==> src/rtl/div_pkg.sv <==
// rtl/div_pkg.sv - shared encodings and helpers for the sequential RV32M divider
package div_pkg;

    typedef logic [1:0] op_t;

    localparam op_t OP_DIV  = 2'b00;
    localparam op_t OP_DIVU = 2'b01;
    localparam op_t OP_REM  = 2'b10;
    localparam op_t OP_REMU = 2'b11;

    typedef enum logic [1:0] {
        ST_IDLE = 2'b00,
        ST_CALC = 2'b01,
        ST_ADJ  = 2'b10,
        ST_DONE = 2'b11
    } state_e;

    localparam logic [31:0] INT_MIN  = 32'h8000_0000;
    localparam logic [31:0] ALL_ONES = 32'hFFFF_FFFF;

    // DIV and REM treat operands as two's-complement values
    function automatic logic op_is_signed(input op_t op);
        logic s;
        case (op)
            OP_DIV:  s = 1'b1;
            OP_DIVU: s = 1'b0;
            OP_REM:  s = 1'b1;
            OP_REMU: s = 1'b0;
            default: s = 1'b0;
        endcase
        return s;
    endfunction

    // REM and REMU return the remainder instead of the quotient
    function automatic logic op_is_rem(input op_t op);
        return (op == OP_REM) || (op == OP_REMU);
    endfunction

endpackage

==> src/rtl/div_32bits_seq_if.sv <==
// rtl/div_32bits_seq_if.sv - start/busy/done request bundle of the divider
interface div_32bits_seq_if;
    import div_pkg::*;

    logic        start;
    op_t         op;
    logic [31:0] a;
    logic [31:0] b;
    logic        busy;
    logic        done;
    logic [31:0] result;

    modport master (
        output start, op, a, b,
        input  busy, done, result
    );

    modport slave (
        input  start, op, a, b,
        output busy, done, result
    );

endinterface

==> src/rtl/adder_32bits.sv <==
// rtl/adder_32bits.sv - 32-bit ripple adder with carry in and carry out
module adder_32bits (
    input  logic [31:0] a,
    input  logic [31:0] b,
    input  logic        ci,
    output logic [31:0] sum,
    output logic        co
);

    // Plain binary addition; the divider drives b=~x, ci=1 to subtract/negate
    always_comb begin
        {co, sum} = {1'b0, a} + {1'b0, b} + {32'd0, ci};
    end

endmodule

==> src/rtl/div_32bits_seq.sv <==
// rtl/div_32bits_seq.sv - iterative restoring divider for DIV/DIVU/REM/REMU
module div_32bits_seq
    import div_pkg::*;
#(
    parameter int WIDTH = 32
) (
    input  logic             clk,
    input  logic             rst_n,
    div_32bits_seq_if.slave  bus
);

    localparam int CNT_W = $clog2(WIDTH);

    state_e             state_q, state_d;
    logic [CNT_W-1:0]   cnt_q, cnt_d;
    logic [WIDTH-1:0]   dvd_q, dvd_d;
    logic [WIDTH-1:0]   dvs_q, dvs_d;
    logic [WIDTH-1:0]   rem_q, rem_d;
    logic [WIDTH-1:0]   result_q, result_d;
    logic               qneg_q, qneg_d;
    logic               rneg_q, rneg_d;
    logic               is_rem_q, is_rem_d;
    logic               done_q, done_d;

    logic               accept;
    logic               div_zero;
    logic               overflow;
    logic               sgn;
    logic [WIDTH:0]     shifted;
    logic               no_borrow;
    logic [WIDTH-1:0]   adj_sel;
    logic               adj_neg;

    logic [31:0]        add_a;
    logic [31:0]        add_b;
    logic [31:0]        add_sum;
    logic               add_co;

    // Single adder: trial subtraction in CALC, two's-complement negate in ADJ
    adder_32bits u_adder (
        .a   (add_a),
        .b   (add_b),
        .ci  (1'b1),
        .sum (add_sum),
        .co  (add_co)
    );

    // Request decode: acceptance window and the two early-exit cases
    always_comb begin
        accept   = bus.start && ((state_q == ST_IDLE) || (state_q == ST_DONE));
        sgn      = op_is_signed(bus.op);
        div_zero = (bus.b == '0);
        overflow = sgn && (bus.a == INT_MIN) && (bus.b == ALL_ONES);
    end

    // State register
    always_ff @(posedge clk or negedge rst_n) begin
        if (!rst_n) begin
            state_q <= ST_IDLE;
        end else begin
            state_q <= state_d;
        end
    end

    // Next-state logic
    always_comb begin
        state_d = state_q;
        case (state_q)
            ST_IDLE, ST_DONE: begin
                if (accept) begin
                    state_d = (div_zero || overflow) ? ST_DONE : ST_CALC;
                end else begin
                    state_d = ST_IDLE;
                end
            end
            ST_CALC: begin
                if (cnt_q == '0) begin
                    state_d = ST_ADJ;
                end
            end
            ST_ADJ:  state_d = ST_DONE;
            default: state_d = ST_IDLE;
        endcase
    end

    // Outputs: busy decoded from state, done/result straight from flops
    always_comb begin
        bus.busy   = (state_q == ST_CALC) || (state_q == ST_ADJ);
        bus.done   = done_q;
        bus.result = result_q;
    end

    // Datapath: shift-subtract step, adder input mux and final sign fix
    always_comb begin
        cnt_d    = cnt_q;
        dvd_d    = dvd_q;
        dvs_d    = dvs_q;
        rem_d    = rem_q;
        result_d = result_q;
        qneg_d   = qneg_q;
        rneg_d   = rneg_q;
        is_rem_d = is_rem_q;
        done_d   = (state_d == ST_DONE);

        shifted   = {rem_q, dvd_q[WIDTH-1]};
        adj_sel   = is_rem_q ? rem_q : dvd_q;
        adj_neg   = is_rem_q ? rneg_q : qneg_q;

        if (state_q == ST_ADJ) begin
            add_a = ~adj_sel;
            add_b = '0;
        end else begin
            add_a = shifted[WIDTH-1:0];
            add_b = ~dvs_q;
        end
        no_borrow = shifted[WIDTH] | add_co;

        if (accept) begin
            is_rem_d = op_is_rem(bus.op);
            qneg_d   = sgn && (bus.a[WIDTH-1] ^ bus.b[WIDTH-1]);
            rneg_d   = sgn && bus.a[WIDTH-1];
            dvd_d    = (sgn && bus.a[WIDTH-1]) ? (~bus.a + 32'd1) : bus.a;
            dvs_d    = (sgn && bus.b[WIDTH-1]) ? (~bus.b + 32'd1) : bus.b;
            rem_d    = '0;
            cnt_d    = CNT_W'(WIDTH - 1);
            if (div_zero) begin
                result_d = op_is_rem(bus.op) ? bus.a : ALL_ONES;
            end else if (overflow) begin
                result_d = op_is_rem(bus.op) ? '0 : INT_MIN;
            end
        end else if (state_q == ST_CALC) begin
            cnt_d = cnt_q - CNT_W'(1);
            rem_d = no_borrow ? add_sum : shifted[WIDTH-1:0];
            dvd_d = {dvd_q[WIDTH-2:0], no_borrow};
        end else if (state_q == ST_ADJ) begin
            result_d = adj_neg ? add_sum : adj_sel;
        end
    end

    // Datapath registers
    always_ff @(posedge clk or negedge rst_n) begin
        if (!rst_n) begin
            cnt_q    <= '0;
            dvd_q    <= '0;
            dvs_q    <= '0;
            rem_q    <= '0;
            result_q <= '0;
            qneg_q   <= 1'b0;
            rneg_q   <= 1'b0;
            is_rem_q <= 1'b0;
            done_q   <= 1'b0;
        end else begin
            cnt_q    <= cnt_d;
            dvd_q    <= dvd_d;
            dvs_q    <= dvs_d;
            rem_q    <= rem_d;
            result_q <= result_d;
            qneg_q   <= qneg_d;
            rneg_q   <= rneg_d;
            is_rem_q <= is_rem_d;
            done_q   <= done_d;
        end
    end

endmodule
==> src/flat_wrapper.sv <==
// flat-port wrapper written by rule: the top's interface ports become plain ports
module div_32bits_seq_flat import div_pkg::*;
#(
    parameter int WIDTH = 32
)
  (clk, rst_n, bus_start, bus_op, bus_a, bus_b, bus_busy, bus_done, bus_result);
  div_32bits_seq_if bus_i ();
  input  logic clk;
  input  logic rst_n;
  input wire logic [$bits(bus_i.start)-1:0] bus_start;
  input wire logic [$bits(bus_i.op)-1:0] bus_op;
  input wire logic [$bits(bus_i.a)-1:0] bus_a;
  input wire logic [$bits(bus_i.b)-1:0] bus_b;
  output wire logic [$bits(bus_i.busy)-1:0] bus_busy;
  output wire logic [$bits(bus_i.done)-1:0] bus_done;
  output wire logic [$bits(bus_i.result)-1:0] bus_result;
  assign bus_i.start = bus_start;
  assign bus_i.op = bus_op;
  assign bus_i.a = bus_a;
  assign bus_i.b = bus_b;
  assign bus_busy = bus_i.busy;
  assign bus_done = bus_i.done;
  assign bus_result = bus_i.result;
  div_32bits_seq #(.WIDTH(WIDTH)) u_core (.clk(clk), .rst_n(rst_n), .bus(bus_i));
endmodule
==> config.mk <==
export PLATFORM = sky130hd
export DESIGN_NAME = div_32bits_seq_flat
export DESIGN_NICKNAME = d
export VERILOG_FILES = /design/src/rtl/div_pkg.sv /design/src/rtl/div_32bits_seq_if.sv /design/src/rtl/adder_32bits.sv /design/src/rtl/div_32bits_seq.sv /design/src/flat_wrapper.sv
export SDC_FILE = /design/constraint.sdc
export NUM_CORES = 1
export LEC_CHECK = 0
export CAP_MARGIN = 25
export CORE_MARGIN = 2
export CORE_UTILIZATION = 30
export CTS_CLUSTER_SIZE = 30
export DETAILED_ROUTE_END_ITERATION = 8
export MAX_ROUTING_LAYER = met4
export SETUP_SLACK_MARGIN = 0.2
export SLEW_MARGIN = 0
export SYNTH_ARGS = -nofsm -noshare
export SYNTH_HDL_FRONTEND = slang
export SYNTH_HIERARCHICAL = 1
export SYNTH_SLANG_ARGS = --single-unit
==> constraint.sdc <==
create_clock -name clk -period 8 [get_ports clk]
set_input_delay 1.6 -clock clk [delete_from_list [all_inputs] [get_ports clk]]
set_output_delay 1.6 -clock clk [all_outputs]
set_load 0.01 [all_outputs]
-- After elaboration in Yosys (flattened, before gate mapping)
Cells that the tools add are included.
- word-level logic and storage cells: 78
- input port bits: 69
- output and inout bits: 34
- bits in registers: 139
- multiplexer cells: 26
- reduce and logical (&&, ||, !) cells: 20
- add/subtract/negate cells: 5
- bitwise logic cells: 6
- equality and inequality tests: 11
- operators by type and width (operator ; number):
    2-to-1 mux 32 bit ; 18
    NOT 32 bit ; 4
    adder 32 x 1 -> 32 bit, second input constant ; 2
    equality test 32 bit, second input constant ; 2
    adder 32 x 32 -> 33 bit ; 1
    adder 33 x 1 -> 33 bit, second input constant ; 1
    zero test 32 bit ; 1
    equality test 2 bit, second input constant ; 5
    2-to-1 mux 5 bit ; 2
    logical AND 1 bit ; 6
    2-to-1 mux 2 bit ; 3
    one-hot mux 2 bit (3 select lines) ; 1
    OR reduction 2 bit ; 3
    zero test 5 bit ; 1
    subtractor 5 x 1 -> 5 bit, second input constant ; 1
    equality test 2 x 1 -> 1 bit, second input constant ; 2
    zero test 2 bit ; 2
    logical OR 1 bit ; 4
    nonzero test 2 bit ; 2
    inequality test 3 bit, second input constant ; 1
    AND reduction 3 bit ; 1
    inequality test 2 x 1 -> 1 bit, second input constant ; 1
    one-hot mux 1 bit (2 select lines) ; 1
    2-to-1 mux 1 bit ; 1
    other kinds (2) ; 2

-- Depth between registers and ports, before layout
Gate-level depths: netlist of run 1.
- depth in word-level cells: 10
- gate-level depth with buffers: 19
- depth with buffers taken out: 16

-- Cells and area by module
Netlist of run 1, hierarchy kept.
- by module, submodules not included (module ; seq. area each (sq um) ; cells an instance ; area an instance (sq um) ; times used):
    div_32bits_seq ; 3478.3 ; 1067 ; 9136.3 ; 1
    adder_32bits ; 0.0 ; 244 ; 1750.4 ; 1

-- Worst setup path before layout of run 1
Ideal clock, no wire load.
- kind: register to register
- start point: register u_core.state_q[0]
- end point: register u_core.rem_q[0]
- setup slack: 3.412 ns
- arrival time: 4.489 ns
- buffers on the path: 2
- setup time: 0.099 ns
- clock period less this slack: 4.588 ns
- data required time: 7.901 ns
- cell stages (with the launch flop): 18
- path through: dfrtp_1 -> inv_1 -> ha_1 -> buf_1 -> mux2_2 -> fa_1 -> fa_1 -> a21o_1 -> a221oi_1 -> o211ai_1 -> a21oi_1 -> or3_1 -> o31a_1 -> o21ai_1 -> nor2_1 -> clkbuf_1 -> nand2_1 -> a311oi_1
- cells in the longest elaborated chain, start to end: 8
- elaborated cells between the ends (all ways): 15
- those cells by class: add/sub: 2; eq/ne: 3; mux: 5; bitwise: 1; reduce/logical: 4
- ends and longest elaborated chain (item ; RTL line ; text):
    from (decl) ; div_32bits_seq.sv:14 ; state_e state_q, state_d;
    from (signal assigned) ; div_32bits_seq.sv:61 ; state_q <= state_d;
    equality test 2 bit ; div_32bits_seq.sv:109 ; if (state_q == ST_ADJ) begin
    2-to-1 mux 32 bit ; div_32bits_seq.sv:109 ;
    via u_core.add_a[0] ; div_32bits_seq.sv:34 ; logic [31:0] add_a;
    adder 32 x 32 -> 33 bit ; adder_32bits.sv:12 ; {co, sum} = {1'b0, a} + {1'b0, b} + {32'd0, ci};
    adder 33 x 1 -> 33 bit ; adder_32bits.sv:12 ;
    via u_core.add_co ; div_32bits_seq.sv:37 ; logic add_co;
    bitwise OR 1 bit ; div_32bits_seq.sv:116 ; no_borrow = shifted[WIDTH] | add_co;
    2-to-1 mux 32 bit ; div_32bits_seq.sv:133 ; rem_d = no_borrow ? add_sum : shifted[WIDTH-1:0];
    2-to-1 mux 32 bit ; div_32bits_seq.sv:131 ; end else if (state_q == ST_CALC) begin
    2-to-1 mux 32 bit ; div_32bits_seq.sv:118 ; if (accept) begin
    to (signal assigned) ; div_32bits_seq.sv:156 ; rem_q <= rem_d;
    to (decl) ; div_32bits_seq.sv:18 ; logic [WIDTH-1:0] rem_q, rem_d;
The timed path passes the listed nets, and every way through them passes these cells. The select of a mux whose other input is x is not followed.
A chain may end at the register's enable or synchronous reset.

-- Worst setup path after layout of run 1
- start point: register u_core.is_rem_q
- end point: register u_core.rem_q[30]
- cells in the longest elaborated chain, start to end: 9
- ends and longest elaborated chain (item ; RTL line ; text):
    from (decl) ; div_32bits_seq.sv:22 ; logic is_rem_q, is_rem_d;
    from (signal assigned) ; div_32bits_seq.sv:160 ; is_rem_q <= is_rem_d;
    2-to-1 mux 32 bit ; div_32bits_seq.sv:106 ; adj_sel = is_rem_q ? rem_q : dvd_q;
    NOT 32 bit ; div_32bits_seq.sv:110 ; add_a = ~adj_sel;
    2-to-1 mux 32 bit ; div_32bits_seq.sv:109 ;
    via u_core.add_a[0] ; div_32bits_seq.sv:34 ;
    adder 32 x 32 -> 33 bit ; adder_32bits.sv:12 ;
    adder 33 x 1 -> 33 bit ; adder_32bits.sv:12 ;
    via u_core.add_co ; div_32bits_seq.sv:37 ;
    bitwise OR 1 bit ; div_32bits_seq.sv:116 ;
    2-to-1 mux 32 bit ; div_32bits_seq.sv:133 ;
    2-to-1 mux 32 bit ; div_32bits_seq.sv:131 ;
    2-to-1 mux 32 bit ; div_32bits_seq.sv:118 ;
The timed path passes the listed nets, and every way through them passes these cells. The select of a mux whose other input is x is not followed.

==> flow_summary.ini, run 1 <==
[critical_path]
start_kind = flop
critical_path_class = reg -> reg
required_ns = 8.31
r2r_slack_ns = 2.51
crit_path_end_kind = flop
cp_max_fo = 34
worstPathArrival_ns = 5.81

[floorplan]
coreArea_um2 = 35660
fp-row-count = 69
start_util_pct = 30.53
fp.dieW_um = 194.5
die_h_um = 194.5
io_pins = 103
design.die.area_um2 = 37830

[yosys]
synthCells = 1311
synthAdderAreaFrac_pct = 4.735
synth-edff-count = 0
yosysTopAreaCell = dfrtp_1
synth-seq-cells = 139
async_reset_ff_share_pct = 100.0
synth_top_family_by_area = compound AO/OA/AOI/OAI gates
netlist.area_leader.share_pct = 31.95
ys_seq_area_share_pct = 31.95
synth-xor-area-share_pct = 7.080
ys.flop_type = dfrtp_1
synthMuxAreaShare_pct = 7.447
yosysWarnings = 6
syn_nets = 1420
synth-compound-area-share_pct = 26.85
ys_types = 68
postSynthAreaPerCell_um2 = 8.304
synthSimpleGateAreaFrac_pct = 16.95
synthTopCellsByArea = dfrtp_1 (32%), o21ai_0 (6.9%), nand2_1 (4.9%)
netlist_area_um2 = 10890

[timing]
finalMaxSlewViolations = 0
rsz0062_at_grt = no
maxSlewHeadroom_pct = 30.09
clock_skew_ns = 0.01191
fmax_mhz = 182.0
hold_viol_final = 0
layout_setup_ws_ns = 2.505
fin_crit_ns = 5.495
finalSetupViolCount = 0
tightest_slew_ns = 1.049
tns_ns = 0
period_share_pct = 68.68

[drt]
avgRoutedWirePerCell_um = 19.57
vias = 10230
drtIter0Drc = 1034
drc = 0
viasPerCell = 5.643
wirelength_um = 35490
firstDrtPassIters = 6
ant_nets = 0

[clock_tree]
cts.path.max_buffers = 2
cts_buffers = 17
htreeDepth = 4
clk_pin_slew_ns = 0.07
clk_latency_ns = 0.43
post_cts_buffers = 0
post_cts_resized = 0
cts_sinks = 139
cts-root-buf = clkbuf_16
ctsHoldBuffers = 0
tritoncts = done

[layout]
final_cell_area_um2 = 12790
nNetsFinal = 1448
fill_cells = 3699
drive_gt1_share_pct = 7.692
area_growth_pct = 17.53
register_area_um2 = 3480
multi_input_comb_area_um2 = 6908
diodes = 0

[grt]
grt_max_degree = 101
grt_use_total_pct = 19.09
gr-total-overflow = 0
antenna_found_initial = 0
grt_pass1_wl_um = 55700
grt_pass1_vias = 9631

[placement]
place_ws_ns = 2.565
place_congestion = 0.9159
placed_area_um2 = 12180
dp_hpwl_um = 26030
port_buffers = 102

[pwr]
powerDensity_nw_per_um2 = 329.8
vdd.ir_drop.worst_mv = 0.1664
p_leak_nw = 4.985
finalPower_w = 0.004220

[worst_hold_path]
worstHoldPathType = reg -> reg

[run]
drv_cap = 0

[outcome]
outcome = complete, no violations
cell usage after synthesis, types with 12 or more instances:
library cell	instances
o21ai_0	151
nand2_1	143
dfrtp_1	139
nor2_1	103
clkbuf_1	78
a21oi_1	72
xnor2_1	49
mux2i_1	45
xor2_1	39
ha_1	38
a311oi_1	34
o22ai_1	33
mux2_2	32
a32o_1	31
nor2b_1	24
a211oi_1	23
inv_1	23
a31oi_1	21
nand4_1	21
buf_1	19
a21o_1	18
nor3_1	17
o31ai_1	16
nor4_1	12
worst max-delay path, stage by stage, from the launching register on:
cell and delay [ns]:
dfrtp_2 0.34, buf_4 0.50, mux2i_1 0.21, mux2_2 0.32
fa_1 0.47, fa_1 0.42, a21o_1 0.21, a221oi_1 0.49
o211ai_1 0.18, a21oi_1 0.34, or3_1 0.17, o31a_1 0.15
o21ai_1 0.08, buf_4 0.24, nor2_2 0.46, buf_4 0.37
nand2_1 0.09, a311oi_1 0.30
sequential cells by signal (all words and copies together) (netlist names):
register / flops
u_core/bus.result: 32
u_core/dvd_q: 32
u_core/dvs_q: 32
u_core/rem_q: 32
u_core/cnt_q: 5
u_core/state_q: 2
u_core/bus.done: 1
u_core/is_rem_q: 1
u_core/qneg_q: 1
u_core/rneg_q: 1
kinds of logic after synthesis:
logic type                 after synthesis
muxes                                   77
other                                    1
DFF                                    139
and+or+nand+nor                        380
xor gates and xnor gates                88
AOI/OAI and AO/OA                      452
adders and majority gates               40
buffers and inverters                  134
stage by stage:
| step | hold WS [ns] | instances | util, % |
|---|---|---|---|
| after global routing | 0.5143 | 1813 | 35.88 |
| after global placement | 0.4611 | 1777 | 34.13 |
| final | 0.4821 | 1813 | 35.88 |
| after CTS | 0.4874 | 1810 | 35.72 |
| after floorplan | 0.4461 | 1311 | - |
| after detailed placement | 0.4732 | 1778 | 34.17 |
cell usage in the layout, fill, tap and decap left out, types with 17 or more instances in the layout:
| cell | instances |
|---|---|
| mux2i_1 | 44 |
| a31oi_1 | 21 |
| clkbuf_16 | 17 |
| nor2b_1 | 24 |
| a21oi_1 | 71 |
| nor3_1 | 17 |
| a21o_1 | 18 |
| xor2_1 | 39 |
| nand4_1 | 21 |
| inv_1 | 23 |
| dfrtp_1 | 138 |
| clkdlybuf4s50_1 | 101 |
| xnor2_1 | 49 |
| ha_1 | 36 |
| a211oi_1 | 23 |
| o22ai_1 | 33 |
| a32o_1 | 31 |
| o21ai_0 | 151 |
| nand2_1 | 142 |
| nor2_1 | 102 |
| mux2_2 | 32 |
| a311oi_1 | 34 |
power breakdown:
| group | total, W | internal (W) | switching [W] |
|---|---|---|---|
| logic | 0.00234 | 0.000957 | 0.00138 |
| clock network | 0.000765 | 0.000407 | 0.000358 |
| registers | 0.00112 | 0.000924 | 0.000193 |
path summary, 6_finish.rpt:
| check | start | to | cells past startpoint |
|---|---|---|---|
| setup / recovery | u_core/is_rem_q | u_core/rem_q[30] | 17 |
| hold / removal | u_core/dvs_q[18] | u_core/dvs_q[18] | 2 |
| setup reg to reg | u_core/is_rem_q | u_core/rem_q[30] | 17 |
| hold reg to reg | u_core/dvs_q[18] | u_core/dvs_q[18] | 2 |
| max in group asynchronous | rst_n | u_core/is_rem_q | 2 |
| min in group asynchronous | rst_n | u_core/dvs_q[3] | 1 |
per-layer routing:
| metal | track usage [%] | wire, µm |
|---|---|---|
| met1 | 28.37 | 18030 |
| met2 | 26.64 | 14470 |
| met3 | 3.540 | 2607 |
| met4 | 4.017 | 388 |
| met5 | - | 0 |
cell type report:
cell class,instances,area share (%)
clock buffers,17,3.325
clock inverters,15,1.017
inverters,25,0.7334
multi-input cells,1038,53.99
flip-flops and latches,139,27.20
well taps,461,4.508
repair buffers,118,9.231
(Power assumes the default switching activity.)
==> run 2, diff against run 1 <==
==> constraint.sdc (replaced) <==
create_clock -name clk -period 4.41 [get_ports clk]
set_input_delay 0.882 -clock clk [delete_from_list [all_inputs] [get_ports clk]]
set_output_delay 0.882 -clock clk [all_outputs]
set_load 0.01 [all_outputs]
==> flow_summary.ini, run 2 (same netlist as run 1, synthesis figures left out) <==
[placement]
place_congestion = 0.8975
dp_hpwl_um = 27120
placed_area_um2 = 12450
port_buffers = 102
place_ws_ns = 0.04436

[critical_path]
crit_start = u_core/state_q[0]
critical_path_class = reg -> reg
rr_startpoint = u_core/state_q[0]
critPathSlowestCell = fa_2
required_ns = 4.73
cp_max_fo = 4
start_kind = flop
timing.rr.end = u_core/bus.result[18]
crit_path_end_kind = flop
worstPathArrival_ns = 4.43
max_stage_delay_ns = 0.43
crit_path_end = u_core/bus.result[18]
r2r_slack_ns = 0.30
worst_r2r_path_depth = 16
worstPathCellList = inv_1, ha_4, mux2_2, fa_2, fa_2, a21o_1, a221oi_2, buf_4, o21a_1, a21oi_1, buf_4, a21oi_1, xnor2_1, o21ai_0, o22ai_1, a32o_1

[drt]
viasPerCell = 5.692
wirelength_um = 37160
vias = 10550
drc = 0
drtIter0Drc = 1150
avgRoutedWirePerCell_um = 20.05
firstDrtPassIters = 5
ant_nets = 0

[timing]
layout_setup_ws_ns = 0.3020
tightest_slew_ns = 1.099
maxSlewHeadroom_pct = 26.62
rsz0062_at_grt = yes
whs_ns = 0.4830
clock_skew_ns = 0.01388
fmax_mhz = 243.4
fin_crit_ns = 4.108
hold_viol_final = 0
finalMaxSlewViolations = 0
period_share_pct = 93.15
finalSetupViolCount = 0

[grt]
grt_use_total_pct = 19.69
grt_pass1_wl_um = 57050
antenna_found_initial = 0
grt_max_degree = 82
gr-total-overflow = 0
grt_pass1_vias = 9725

[clock_tree]
tritoncts = done
cts.path.max_buffers = 2
ctsHoldBuffers = 0
htreeDepth = 4
cts_buffers = 17
cts_sinks = 139
clk_pin_slew_ns = 0.07
cts-root-buf = clkbuf_16
clk_latency_ns = 0.43

[layout]
nNetsFinal = 1488
area_growth_pct = 22.20
multi_input_comb_area_um2 = 7059
final_cell_area_um2 = 13300
postLayoutCoreUtil_pct = 37.31
drive_gt1_share_pct = 12.28
diodes = 0
layout_commonest_cell = o21ai_0
fill_cells = 3686
register_area_um2 = 3480
final_cell_mix = o21ai_0 (149), nand2_1 (140), dfrtp_1 (138)

[run]
drv_cap = 0

[floorplan]
fp.dieW_um = 194.5
io_pins = 103
die_h_um = 194.5
start_util_pct = 30.53
coreArea_um2 = 35660
fp-row-count = 69
design.die.area_um2 = 37830

[pwr]
powerDensity_nw_per_um2 = 605.8
vdd.ir_drop.worst_mv = 0.2394
p_leak_nw = 5.200

[outcome]
outcome = complete, no violations

[worst_hold_path]
worstHoldPathType = reg -> reg
==> run 2: changes by cell type in the layout (fill, tap and decap cells not counted), moves of 3 or more <==
| cell | previous run | this run |
|---|---|---|
| buf_12 | 0 | 3 |
| ha_1 | 36 | 28 |
| ha_2 | 1 | 5 |
| a21oi_1 | 71 | 68 |
| a21oi_2 | 1 | 4 |
| ha_4 | 1 | 5 |
| buf_4 | 12 | 47 |
==> run 2: through the flow <==
step | power, W | setup TNS [ns] | std cells
after floorplan | 0.004767 | 0 | 1311
after global placement | 0.006255 | -0.0004552 | 1810
after detailed placement | 0.006283 | 0 | 1810
after CTS | 0.007785 | 0 | 1842
after global routing | 0.008598 | 0 | 1853
final | 0.008059 | 0 | 1853
==> run 2: critical path: cells and delay by family, from the launching register on <==
kind            cells  cell delay, ns
mux                 1            0.36
buf+inv             3            0.47
fa+ha+maj           3            0.99
flops               1            0.42
compound gates      8            1.64
xor+xnor            1            0.12
==> run 2: final cells by class <==
class                      count  area share, %
multi-input combinational   1038          53.06
sequential                   139          26.15
timing repair buffer         158          11.38
tap                          461          4.336
clock buffer                  17          3.198
clock inverter                15          1.166
inverter                      25         0.7054
==> run 2: worst min-delay path by stage <==
stage,start,endpoint,slack (ns),depth (start not counted)
finish,u_core/dvs_q[0],u_core/dvs_q[0],0.48,2
global route,u_core/dvs_q[13],u_core/dvs_q[13],0.52,2
global placement,u_core/dvs_q[31],u_core/dvs_q[31],0.46,2
floorplan,u_core/rneg_q,u_core/rneg_q,0.45,2
detailed placement,u_core/dvs_q[0],u_core/dvs_q[0],0.48,2
CTS,u_core/dvs_q[0],u_core/dvs_q[0],0.49,2
==> run 2: timing repair <==
item,4_1_cts,5_1_grt
pin swaps,0,13
endpoints found under the setup margin,6,45
gates cloned,0,2
buffers inserted,0,9
gates resized for setup,5,34
==> run 2: routing by layer <==
| metal | vias up | wire [µm] | global-route usage [%] |
|---|---|---|---|
| li1 | 4996 | - | - |
| met4 | 0 | 552 | 4.900 |
| met5 | - | 0 | - |
| met1 | 5111 | 18630 | 29.52 |
| met3 | 41 | 2583 | 3.054 |
| met2 | 399 | 15390 | 27.28 |
==> run 2: power breakdown <==
part / internal (W) / leakage [nW] / switching (W)
Combinational: 0.00199 / 3.23 / 0.00259
Clock: 0.000800 / 0.279 / 0.000650
Sequential: 0.00168 / 1.69 / 0.000356
==> run 3, diff against run 2 <==
--- a/config.mk
+++ b/config.mk
@@ -10,6 +10,7 @@
 export CORE_UTILIZATION = 30
 export CTS_CLUSTER_SIZE = 30
 export DETAILED_ROUTE_END_ITERATION = 8
+export GPL_TIMING_DRIVEN = 0
 export MAX_ROUTING_LAYER = met4
 export SETUP_SLACK_MARGIN = 0.2
 export SLEW_MARGIN = 0
==> constraint.sdc (replaced) <==
create_clock -name clk -period 4.91 [get_ports clk]
set_input_delay 0.982 -clock clk [delete_from_list [all_inputs] [get_ports clk]]
set_output_delay 0.982 -clock clk [all_outputs]
set_load 0.01 [all_outputs]
==> flow_summary.ini, run 3 (same netlist as run 1, synthesis figures left out) <==
[outcome]
outcome = complete, no violations

[timing]
fmax_mhz = 219.8
finalMaxSlewViolations = 0
tightest_slew_ns = 0.9975
hold_viol_final = 0
period_share_pct = 92.68
finalSetupViolCount = 0
clock_skew_ns = 0.009571
whs_ns = 0.4839
rsz0062_at_grt = yes
fin_crit_ns = 4.551
maxSlewHeadroom_pct = 32.99

[grt]
antenna_found_initial = 0
gr-total-overflow = 0
grt_pass1_wl_um = 60150
grt_pass1_vias = 10210
grt_use_total_pct = 21.07
grt_max_degree = 85

[clock_tree]
ctsHoldBuffers = 0
htreeDepth = 4
tritoncts = done
clk_latency_ns = 0.43
cts_buffers = 17
cts_sinks = 139
clk_pin_slew_ns = 0.06
cts.path.max_buffers = 2
cts-root-buf = clkbuf_16

[floorplan]
start_util_pct = 30.53
die_h_um = 194.5
design.die.area_um2 = 37830
fp.dieW_um = 194.5
coreArea_um2 = 35660
fp-row-count = 69
io_pins = 103

[critical_path]
crit_path_end_kind = flop
critical_path_class = reg -> reg
max_stage_delay_ns = 0.48
required_ns = 5.23
critPathSlowestCell = fa_1
cp_max_fo = 10
crit_buf_inv = 2
worstPathArrival_ns = 4.87
crit_family = compound AO/OA/AOI/OAI gates
worstPathCellList = inv_1, ha_1, buf_6, mux2_2, fa_1, fa_1, a21o_1, a221oi_4, o211ai_1, a21oi_2, o31ai_1, o31ai_1, a41oi_1, o21ai_0, o22ai_1, a32o_1
r2r_slack_ns = 0.36
start_kind = flop

[layout]
final_cell_mix = o21ai_0 (150), nand2_1 (142), dfrtp_1 (139)
fill_cells = 3662
diodes = 0
stdcell_count = 1906
layout_commonest_cell = o21ai_0
nNetsFinal = 1541
drive_gt1_share_pct = 8.858
postLayoutCoreUtil_pct = 37.13
area_growth_pct = 21.60

[run]
drv_cap = 0

[placement]
place_inst = 1870
place_congestion = 0.9583
dp_hpwl_um = 30540
port_buffers = 96

[pwr]
powerDensity_nw_per_um2 = 548.0
finalPower_w = 0.007255
p_leak_nw = 5.176
vdd.ir_drop.worst_mv = 0.2087

[drt]
vias = 10910
viasPerCell = 5.723
firstDrtPassIters = 8
avgRoutedWirePerCell_um = 20.62
drc = 0
ant_nets = 0
wirelength_um = 39300
drtIter0Drc = 1098

[worst_hold_path]
worstHoldPathType = reg -> reg
-- run 3: cell count changes in the layout (fill, tap and decap cells not counted), moves of 6 or more --
cell / delta
clkbuf_1: +68
buf_4: -40
buf_1: +11
buf_2: +11
ha_1: +10
clkbuf_2: +8
clkdlybuf4s50_1: -6
-- run 3: final cells by class --
class / instances / area (µm²) / share of cell area (%)
tap: 461 / 576.8 / 4.357
inverter: 25 / 93.84 / 0.7089
clock inverter: 14 / 185.2 / 1.399
timing repair buffer: 102 / 1027 / 7.760
buffer: 109 / 486.7 / 3.677
multi-input combinational: 1038 / 6950 / 52.50
clock buffer: 18 / 439.2 / 3.318
sequential: 139 / 3478 / 26.28
-- run 3: stage by stage --
stage | TNS, ns | cell area, µm² | setup WS, ns
3_3_place_gp | -464.37 | 12420 | -3.186
4_1_cts | 0 | 13140 | 0.2092
3_5_place_dp | -25.08 | 12460 | -0.7823
5_1_grt | 0 | 13240 | 0.1883
2_1_floorplan | 0 | 10890 | 0.3219
6_report | 0 | 13240 | 0.3594
-- run 3: per-layer routing --
| layer | wire (µm) | track usage (%) | vias up | part of all wire, % |
|---|---|---|---|---|
| li1 | - | - | 5116 | - |
| met1 | 18770 | 29.86 | 5288 | 48 |
| met2 | 16650 | 30.43 | 459 | 42 |
| met3 | 3116 | 4.164 | 45 | 7.9 |
| met4 | 754 | 5.698 | 0 | 1.9 |
| met5 | 0 | - | - | 0 |
-- run 3: path summary, 6_finish.rpt --
path                                    from                    end  depth (start not counted)
hold / removal               u_core/dvs_q[5]        u_core/dvs_q[5]                          2
hold reg to reg              u_core/dvs_q[5]        u_core/dvs_q[5]                          2
setup / recovery           u_core/state_q[0]  u_core/bus.result[24]                         16
setup reg to reg           u_core/state_q[0]  u_core/bus.result[24]                         16
min in group asynchronous              rst_n        u_core/dvs_q[3]                          1
max in group asynchronous              rst_n       u_core/rem_q[24]                          2
-- run 3: worst reg2reg max path, stage by stage, from the launching register on --
cell,delay [ns]
dfrtp_1,0.40
inv_1,0.07
ha_1,0.22
buf_6,0.19
mux2_2,0.37
fa_1,0.48
fa_1,0.43
a21o_1,0.24
a221oi_4,0.31
o211ai_1,0.18
a21oi_2,0.25
o31ai_1,0.20
o31ai_1,0.26
a41oi_1,0.13
o21ai_0,0.35
o22ai_1,0.15
a32o_1,0.22
-- run 3: timing repair --
action                                  in CTS  in global routing
endpoints found under the setup margin      51                 40
buffers inserted                             0                  4
gates resized for setup                     21                 25
pin swaps                                    1                  5
-- run 3: report_power, final --
part / switching, W / internal, W
sequential: 0.000305 / 0.00151
clock: 0.000569 / 0.000825
combinational: 0.00240 / 0.00165
total: 0.00327 / 0.00398
